==> config.mk <==
export PLATFORM = sky130hd
export DESIGN_NAME = mem_stage
export DESIGN_NICKNAME = d
export VERILOG_FILES = /design/src/rtl/mem_pkg.sv /design/src/rtl/mem_timeout_cnt.sv /design/src/rtl/mem_stage.sv
export SDC_FILE = /design/constraint.sdc
export NUM_CORES = 1
export LEC_CHECK = 0
export ABC_AREA = 1
export BUFFER_PORTS_ARGS = -buffer_cell sky130_fd_sc_hd__buf_2
export CORE_UTILIZATION = 47
export DETAILED_ROUTE_END_ITERATION = 6
export PLACE_DENSITY = 0.79
export SKIP_CTS_REPAIR_TIMING = 1
export SLEW_MARGIN = 10
export SYNTH_ARGS = -nofsm -noshare
export SYNTH_HDL_FRONTEND = slang
export SYNTH_SLANG_ARGS = --single-unit
==> constraint.sdc <==
create_clock -name clk -period 1.8 [get_ports clk]
set_input_delay 0.18 -clock clk [delete_from_list [all_inputs] [get_ports clk]]
set_output_delay 0.18 -clock clk [all_outputs]
set_load 0.01 [all_outputs]
==> src/rtl/mem_pkg.sv <==
// mem_pkg
// Shared definitions for the memory-access stage and its helpers:
//    - operation encodings carried on in_op
//    - FSM state encodings of the stage controller
//    - default parameter values and a counter-width helper
package mem_pkg;

   localparam int MEM_AW_DEFAULT      = 32;
   localparam int MEM_TIMEOUT_DEFAULT = 16;

   // Operation encodings; the reserved code is handled like a pass.
   typedef enum logic [1:0] {
      MEM_OP_PASS  = 2'b00,
      MEM_OP_LOAD  = 2'b01,
      MEM_OP_STORE = 2'b10,
      MEM_OP_RSVD  = 2'b11
   } mem_op_e;

   // Controller states.
   typedef enum logic [1:0] {
      ST_IDLE   = 2'b00,
      ST_ACCESS = 2'b01,
      ST_RESP   = 2'b10
   } mem_state_e;

   // Width needed to count 0 .. n-1, never less than one bit.
   function automatic int cnt_width(input int n);
      return (n > 1) ? $clog2(n) : 1;
   endfunction

endpackage

==> src/rtl/mem_timeout_cnt.sv <==
// mem_timeout_cnt
// Cycle counter used to bound how long the stage waits for a memory
// acknowledge. The count restarts on clear, advances while enable is high
// and saturates at TIMEOUT-1, where tc (terminal count) is raised.
//
// Ports:
//    clk     in   clock, all updates on posedge
//    reset   in   synchronous active-high reset, count returns to zero
//    clear   in   restart the count at zero (wins over enable)
//    enable  in   advance the count by one this cycle
//    tc      out  count has reached TIMEOUT-1
module mem_timeout_cnt
   import mem_pkg::*;
#(
   parameter int TIMEOUT = MEM_TIMEOUT_DEFAULT,
   parameter int CW      = cnt_width(TIMEOUT)
) (
   input  logic clk,
   input  logic reset,
   input  logic clear,
   input  logic enable,
   output logic tc
);

   logic [CW-1:0] count;

   // Count register; holding at the terminal value keeps tc asserted
   // instead of wrapping back to zero.
   always_ff @(posedge clk) begin
      if (reset) begin
         count <= '0;
      end else if (clear) begin
         count <= '0;
      end else if (enable && !tc) begin
         count <= count + 1'b1;
      end
   end

   assign tc = (count == CW'(TIMEOUT - 1));

endmodule

==> src/rtl/mem_stage.sv <==
// mem_stage
// Memory-access stage of the multi-cycle CPU. Takes the registered ALU
// result from the execute stage and either passes it straight to write-back
// or uses it as a byte address for a word load/store over a req/ack data
// memory handshake. Every accepted operation yields one write-back record.
//
// Optional feature (compile-time macro MEM_STAGE_ALIGN_CHECK_EN):
//    defined   - a load/store whose address has bits [1:0] != 0 is rejected
//                without touching memory; it returns wb_err=1 and the
//                offending address as wb_data.
//    undefined - no alignment check, the address is issued unchanged.
//
// Ports:
//    clk, reset            clock and synchronous active-high reset
//    in_valid/in_ready     execute-stage handshake (transfer when both high)
//    in_op                 00 pass, 01 load, 10 store, 11 pass
//    in_result             ALU result: address (load/store) or data (pass)
//    in_wdata, in_rd       store data and destination register
//    mem_req/mem_we        memory request (held until ack) and write select
//    mem_addr/mem_wdata    request address and store data, stable during req
//    mem_ack/mem_rdata     one-cycle acknowledge with read data
//    wb_valid              one-cycle pulse marking a write-back record
//    wb_we/wb_rd/wb_data   register write enable, destination and value
//    wb_err                access aborted (timeout or misalignment)
module mem_stage
   import mem_pkg::*;
#(
   parameter int AW      = MEM_AW_DEFAULT,
   parameter int TIMEOUT = MEM_TIMEOUT_DEFAULT
) (
   input  logic          clk,
   input  logic          reset,
   input  logic          in_valid,
   output logic          in_ready,
   input  logic [1:0]    in_op,
   input  logic [AW-1:0] in_result,
   input  logic [AW-1:0] in_wdata,
   input  logic [4:0]    in_rd,
   output logic          mem_req,
   output logic          mem_we,
   output logic [AW-1:0] mem_addr,
   output logic [AW-1:0] mem_wdata,
   input  logic          mem_ack,
   input  logic [AW-1:0] mem_rdata,
   output logic          wb_valid,
   output logic          wb_we,
   output logic [4:0]    wb_rd,
   output logic [AW-1:0] wb_data,
   output logic          wb_err
);

   mem_state_e    state_q, state_d;
   logic [4:0]    rd_q, rd_d;
   logic          mem_req_d, mem_we_d;
   logic [AW-1:0] mem_addr_d, mem_wdata_d;
   logic          wb_we_d, wb_err_d;
   logic [4:0]    wb_rd_d;
   logic [AW-1:0] wb_data_d;
   logic          cnt_clear, cnt_enable, cnt_tc;
   logic          is_mem_op, is_store, misaligned;

   assign is_store  = (in_op == MEM_OP_STORE);
   assign is_mem_op = (in_op == MEM_OP_LOAD) || is_store;

`ifdef MEM_STAGE_ALIGN_CHECK_EN
   assign misaligned = (in_result[1:0] != 2'b00);
`else
   assign misaligned = 1'b0;
`endif

   // Handshake flags depend only on the state, never on in_valid.
   assign in_ready = (state_q == ST_IDLE);
   assign wb_valid = (state_q == ST_RESP);

   mem_timeout_cnt #(
      .TIMEOUT (TIMEOUT)
   ) u_timeout_cnt (
      .clk    (clk),
      .reset  (reset),
      .clear  (cnt_clear),
      .enable (cnt_enable),
      .tc     (cnt_tc)
   );

   // Next-state and next-output logic. Every registered output holds its
   // value unless the current state explicitly updates it, which is what
   // keeps the write-back record stable between RESP visits.
   always_comb begin
      state_d     = state_q;
      rd_d        = rd_q;
      mem_req_d   = mem_req;
      mem_we_d    = mem_we;
      mem_addr_d  = mem_addr;
      mem_wdata_d = mem_wdata;
      wb_we_d     = wb_we;
      wb_rd_d     = wb_rd;
      wb_data_d   = wb_data;
      wb_err_d    = wb_err;
      cnt_clear   = 1'b0;
      cnt_enable  = 1'b0;

      case (state_q)
         ST_IDLE: begin
            if (in_valid) begin
               if (is_mem_op && misaligned) begin
                  state_d   = ST_RESP;
                  wb_we_d   = 1'b0;
                  wb_err_d  = 1'b1;
                  wb_rd_d   = in_rd;
                  wb_data_d = in_result;
               end else if (is_mem_op) begin
                  state_d     = ST_ACCESS;
                  mem_req_d   = 1'b1;
                  mem_we_d    = is_store;
                  mem_addr_d  = in_result;
                  mem_wdata_d = in_wdata;
                  rd_d        = in_rd;
                  cnt_clear   = 1'b1;
               end else begin
                  state_d   = ST_RESP;
                  wb_we_d   = 1'b1;
                  wb_err_d  = 1'b0;
                  wb_rd_d   = in_rd;
                  wb_data_d = in_result;
               end
            end
         end

         ST_ACCESS: begin
            cnt_enable = 1'b1;
            // Acknowledge is tested first so a late ack on the terminal
            // cycle still completes the access without an error.
            if (mem_ack) begin
               state_d   = ST_RESP;
               mem_req_d = 1'b0;
               wb_we_d   = !mem_we;
               wb_err_d  = 1'b0;
               wb_rd_d   = rd_q;
               wb_data_d = mem_we ? '0 : mem_rdata;
            end else if (cnt_tc) begin
               state_d   = ST_RESP;
               mem_req_d = 1'b0;
               wb_we_d   = 1'b0;
               wb_err_d  = 1'b1;
               wb_rd_d   = rd_q;
               wb_data_d = '0;
            end
         end

         ST_RESP: begin
            state_d = ST_IDLE;
         end

         default: begin
            state_d = ST_IDLE;
         end
      endcase
   end

   // State and output registers. Reset discards any in-flight access, so
   // an interrupted request never produces a write-back pulse.
   always_ff @(posedge clk) begin
      if (reset) begin
         state_q   <= ST_IDLE;
         rd_q      <= '0;
         mem_req   <= 1'b0;
         mem_we    <= 1'b0;
         mem_addr  <= '0;
         mem_wdata <= '0;
         wb_we     <= 1'b0;
         wb_rd     <= '0;
         wb_data   <= '0;
         wb_err    <= 1'b0;
      end else begin
         state_q   <= state_d;
         rd_q      <= rd_d;
         mem_req   <= mem_req_d;
         mem_we    <= mem_we_d;
         mem_addr  <= mem_addr_d;
         mem_wdata <= mem_wdata_d;
         wb_we     <= wb_we_d;
         wb_rd     <= wb_rd_d;
         wb_data   <= wb_data_d;
         wb_err    <= wb_err_d;
      end
   end

endmodule
==> impl_metrics.prom <==
# TYPE chip_impl_metric gauge
chip_impl_info{name="failed_checks",value="hold timing"} 1
chip_impl_metric{name="worst_slew_pin_slew",unit="ns"} 0.474
chip_impl_metric{name="irDropWorstVdd",unit="uV"} 585
chip_impl_metric{name="die_area",unit="sq um"} 10800
chip_impl_metric{name="worstPathBufferInverterCount",unit=""} 1
chip_impl_metric{name="multi_input_comb_area",unit="sq um"} 2180
chip_impl_info{name="critical-path-top-delay-family",value="simple AND/OR/NAND/NOR gates"} 1
chip_impl_metric{name="cts_max_level",unit=""} 4
chip_impl_metric{name="max-slew-margin-rel",unit="%"} 68.4
chip_impl_metric{name="synthCells",unit=""} 730
chip_impl_metric{name="flow.area_growth_from_synthesis",unit="%"} 50.5
chip_impl_metric{name="fillers",unit=""} 815
chip_impl_metric{name="clock-sinks",unit=""} 116
chip_impl_metric{name="required_time_worst_endpoint",unit="ns"} 2.20
chip_impl_info{name="cts_root_buffer",value="sky130_fd_sc_hd__clkbuf_8"} 1
chip_impl_metric{name="numPortBuffers",unit=""} 213
chip_impl_metric{name="post_synth.cell_area_avg",unit="sq um"} 6.72
chip_impl_metric{name="postSynth.asyncResetShare",unit="%"} 0
chip_impl_metric{name="routed_wirelength",unit="microns"} 14400
chip_impl_metric{name="final.min_clock_period",unit="ns"} 1.54
chip_impl_metric{name="maxClockFrequency",unit="GHz"} 0.650
chip_impl_metric{name="yosysSeqAreaShare",unit="%"} 47.4
chip_impl_info{name="critical-path-slowest-cell",value="sky130_fd_sc_hd__dfxtp_1"} 1
chip_impl_metric{name="grt_pass1_wl",unit="microns"} 21100
chip_impl_metric{name="placedInstanceArea",unit="sq um"} 6090
chip_impl_info{name="timing.critical_path.cells",value="ha_1 > nand2_1 > nor2_1 > nor2_2 > nor2_4 > buf_12 > nand2_1 > nand2_1 > nor2_1"} 1
chip_impl_metric{name="clock_tree.buffer_depth",unit=""} 2
chip_impl_metric{name="synth_cell_type_count",unit=""} 21
chip_impl_metric{name="num_vias",unit=""} 5420
chip_impl_metric{name="antenna_left",unit=""} 0
chip_impl_info{name="rsz0062_at_grt",value="false"} 1
chip_impl_metric{name="ys_seq_elements",unit=""} 116
chip_impl_metric{name="detail_route.wl_per_cell",unit="microns"} 12.7
chip_impl_metric{name="slowest_delay",unit="ns"} 0.37
chip_impl_metric{name="cts.clk_slew.worst_paths",unit="ns"} 0.06
chip_impl_metric{name="io_pins",unit=""} 214
chip_impl_metric{name="power_leakage",unit="nW"} 3.71
chip_impl_metric{name="global_route.usage.total",unit="%"} 24.1
chip_impl_metric{name="gp_congestion",unit=""} 0.816
chip_impl_metric{name="fin_ws",unit="ns"} 0.261
chip_impl_metric{name="worstSkewPairLatency",unit="ns"} 0.50
chip_impl_metric{name="edff_count_synth",unit=""} 0
chip_impl_metric{name="floorplan.core_area",unit="sq um"} 9950
chip_impl_info{name="tritoncts",value="built"} 1
chip_impl_info{name="worstSetupPathType",value="flip-flop to flip-flop"} 1
chip_impl_metric{name="number_of_global_route_vias_before_repair",unit=""} 4554
chip_impl_metric{name="insertedDiodeCount",unit=""} 0
chip_impl_info{name="type_of_origin_of_the_critical_path",value="flip-flop"} 1
chip_impl_info{name="hold_class",value="input port to flip-flop"} 1
chip_impl_metric{name="worst_ep_arrival_time",unit="ns"} 1.94
chip_impl_metric{name="post_synth_instance_area",unit="sq um"} 4900
chip_impl_metric{name="report.final.setup_viol",unit=""} 0
chip_impl_metric{name="grt_overflow",unit=""} 0
chip_impl_info{name="run_status",value="complete, but fails checks"} 1
chip_impl_metric{name="crit_path_max_fanout",unit=""} 38
chip_impl_metric{name="hold-worst-slack",unit="ns"} -0.0473
chip_impl_metric{name="route.detailed.vias_per_inst",unit=""} 4.77
chip_impl_metric{name="post-route-drc-count",unit=""} 0
chip_impl_metric{name="detailed_placement_wirelength_estimate",unit="microns"} 8660
chip_impl_metric{name="design.final.nets",unit=""} 1099
chip_impl_metric{name="drt_iter0_drc",unit=""} 333
chip_impl_info{name="critPathMostFrequentCell",value="sky130_fd_sc_hd__nand2_1"} 1
chip_impl_metric{name="dp_worst_setup_slack",unit="ns"} 0.144
chip_impl_metric{name="initial_core_util",unit="%"} 49.3
chip_impl_info{name="synth-main-ff-cell",value="sky130_fd_sc_hd__dfxtp_1"} 1
chip_impl_metric{name="finalMaxSlewViolations",unit=""} 0
chip_impl_metric{name="yosys_warnings",unit=""} 0
chip_impl_metric{name="syn_nets",unit=""} 839
chip_impl_metric{name="finalClockSkew",unit="ns"} 0.00703
chip_impl_metric{name="layout.cell_area.non_filler",unit="sq um"} 7380
chip_impl_metric{name="antenna_found_initial",unit=""} 1
chip_impl_metric{name="die_height",unit="microns"} 104
chip_impl_metric{name="chipWidth",unit="microns"} 104
chip_impl_metric{name="timing.setup.tns",unit="ns"} 0
chip_impl_metric{name="cts-buffers-inserted",unit=""} 17
chip_impl_metric{name="power_per_unit_of_standard_cell_area",unit="nW/um^2"} 1090
chip_impl_metric{name="regArea",unit="sq um"} 2320
chip_impl_metric{name="timing.max_cap.violations",unit=""} 0
chip_impl_metric{name="fp-row-count",unit=""} 36
chip_impl_metric{name="drt-pass1-iter-count",unit=""} 4
chip_impl_metric{name="largest_net_degree_at_the_start_of_global_routing",unit=""} 112
chip_impl_info{name="critical_path_sink_type",value="flip-flop"} 1
chip_impl_metric{name="final.period_utilization",unit="%"} 85.5
chip_impl_metric{name="final_layout_size_suffix_gt1_share",unit="%"} 26.1
chip_impl_metric{name="timing_hold_violations_final",unit=""} 2
## sequential cells by signal, indices dropped and copies added (netlist names)
register             flops
wb_we                    1
wb_data                 32
u_timeout_cnt.count      4
wb_rd                    5
state_q                  2
rd_q                     5
mem_addr                32
mem_we                   1
wb_err                   1
mem_req                  1
mem_wdata               32
## metrics by stage
step / power (mW) / utilization [%] / instances
after floorplan: 3.91 / - / 730
after global placement: 4.46 / 61.1 / 1037
after detailed placement: 4.48 / 61.1 / 1037
after CTS: 8.01 / 67.4 / 1069
after global routing: 8.47 / 74.1 / 1136
final: 8.07 / 74.1 / 1136
## cells in the final DEF, fill, tap and decap left out
cell type                         n
sky130_fd_sc_hd__clkbuf_8         3
sky130_fd_sc_hd__nor2_2           1
sky130_fd_sc_hd__bufinv_16        4
sky130_fd_sc_hd__nand2_1        105
sky130_fd_sc_hd__nor3_1           1
sky130_fd_sc_hd__clkinv_4         3
sky130_fd_sc_hd__clkinv_1         1
sky130_fd_sc_hd__o21ai_1          1
sky130_fd_sc_hd__buf_12           8
sky130_fd_sc_hd__or2_0            1
sky130_fd_sc_hd__clkinvlp_4       3
sky130_fd_sc_hd__clkbuf_16       16
sky130_fd_sc_hd__dfxtp_1        116
sky130_fd_sc_hd__buf_4            3
sky130_fd_sc_hd__nand3_1         39
sky130_fd_sc_hd__dlygate4sd3_1   67
sky130_fd_sc_hd__buf_2          213
sky130_fd_sc_hd__inv_2            4
sky130_fd_sc_hd__ha_1             2
sky130_fd_sc_hd__clkbuf_1         1
sky130_fd_sc_hd__nor2_4           2
sky130_fd_sc_hd__a21oi_1         39
sky130_fd_sc_hd__a21o_1           1
sky130_fd_sc_hd__o21ai_0         72
sky130_fd_sc_hd__clkinv_2         2
sky130_fd_sc_hd__inv_1           41
sky130_fd_sc_hd__nor2_1         254
## cell usage after synthesis, types with 2 or more instances
cell                       number  area (sq um)
sky130_fd_sc_hd__a21oi_1       39           195
sky130_fd_sc_hd__buf_2         21           105
sky130_fd_sc_hd__buf_6          3          33.8
sky130_fd_sc_hd__clkbuf_1      24          90.1
sky130_fd_sc_hd__dfxtp_1      116          2320
sky130_fd_sc_hd__ha_1           2          25.0
sky130_fd_sc_hd__inv_1         42           158
sky130_fd_sc_hd__inv_2          3          11.3
sky130_fd_sc_hd__nand2_1      105           394
sky130_fd_sc_hd__nand3_1       39           195
sky130_fd_sc_hd__nor2_1       255           957
sky130_fd_sc_hd__o21ai_0       72           360
## power by group
| part | switching [mW] | leakage [nW] | internal, mW |
|---|---|---|---|
| clock network | 1.19 | 0.297 | 2.32 |
| logic | 0.891 | 2.46 | 0.686 |
| registers | 0.136 | 0.955 | 2.85 |
| total | 2.21 | 3.71 | 5.86 |
## metal layers
layer / part of all wire, % / global-route usage (%) / wire length [microns]
met5: 0.076 / 0 / 11
met4: 2.2 / 7.14 / 315
met3: 7.1 / 7.58 / 1030
met2: 49 / 40.6 / 7060
met1: 42 / 29.4 / 6020
## kinds of logic (layout without fill, tap and decap cells)
logic type	after synthesis	in the layout	share of synthesized area, %
AND/OR/NAND/NOR	403	403	32.1
adder cells (fa/ha/maj)	2	2	0.510
AO/OA/AOI/OAI	113	113	11.6
flip-flops	116	116	47.4
buffers and inverters	96	369	8.42
## path summary, 6_finish.rpt
kind / start / to / slack (ns) / cells past startpoint
setup / recovery: u_timeout_cnt.count[0] / wb_data[16] / 0.26 / 9
hold / removal: in_wdata[30] / mem_wdata[30] / -0.05 / 3
setup reg to reg: u_timeout_cnt.count[0] / wb_data[16] / 0.26 / 9
hold reg to reg: mem_req / mem_req / 0.44 / 2
## final cells by class
| class | instances | area share, % |
|---|---|---|
| Sequential cell | 116 | 31.5 |
| Multi-Input combinational cell | 518 | 29.5 |
| Timing Repair Buffer | 291 | 26.0 |
| Clock buffer | 20 | 6.03 |
| Clock inverter | 12 | 2.42 |
| Inverter | 46 | 2.34 |
| Tap cell | 133 | 2.25 |
## worst reg2reg max path, stage by stage (launching register included)
cell	delay [ns]
sky130_fd_sc_hd__dfxtp_1	0.37
sky130_fd_sc_hd__ha_1	0.21
sky130_fd_sc_hd__nand2_1	0.08
sky130_fd_sc_hd__nor2_1	0.13
sky130_fd_sc_hd__nor2_2	0.08
sky130_fd_sc_hd__nor2_4	0.15
sky130_fd_sc_hd__buf_12	0.22
sky130_fd_sc_hd__nand2_1	0.09
sky130_fd_sc_hd__nand2_1	0.08
sky130_fd_sc_hd__nor2_1	0.05
Power figures use the tool's default switching activity.
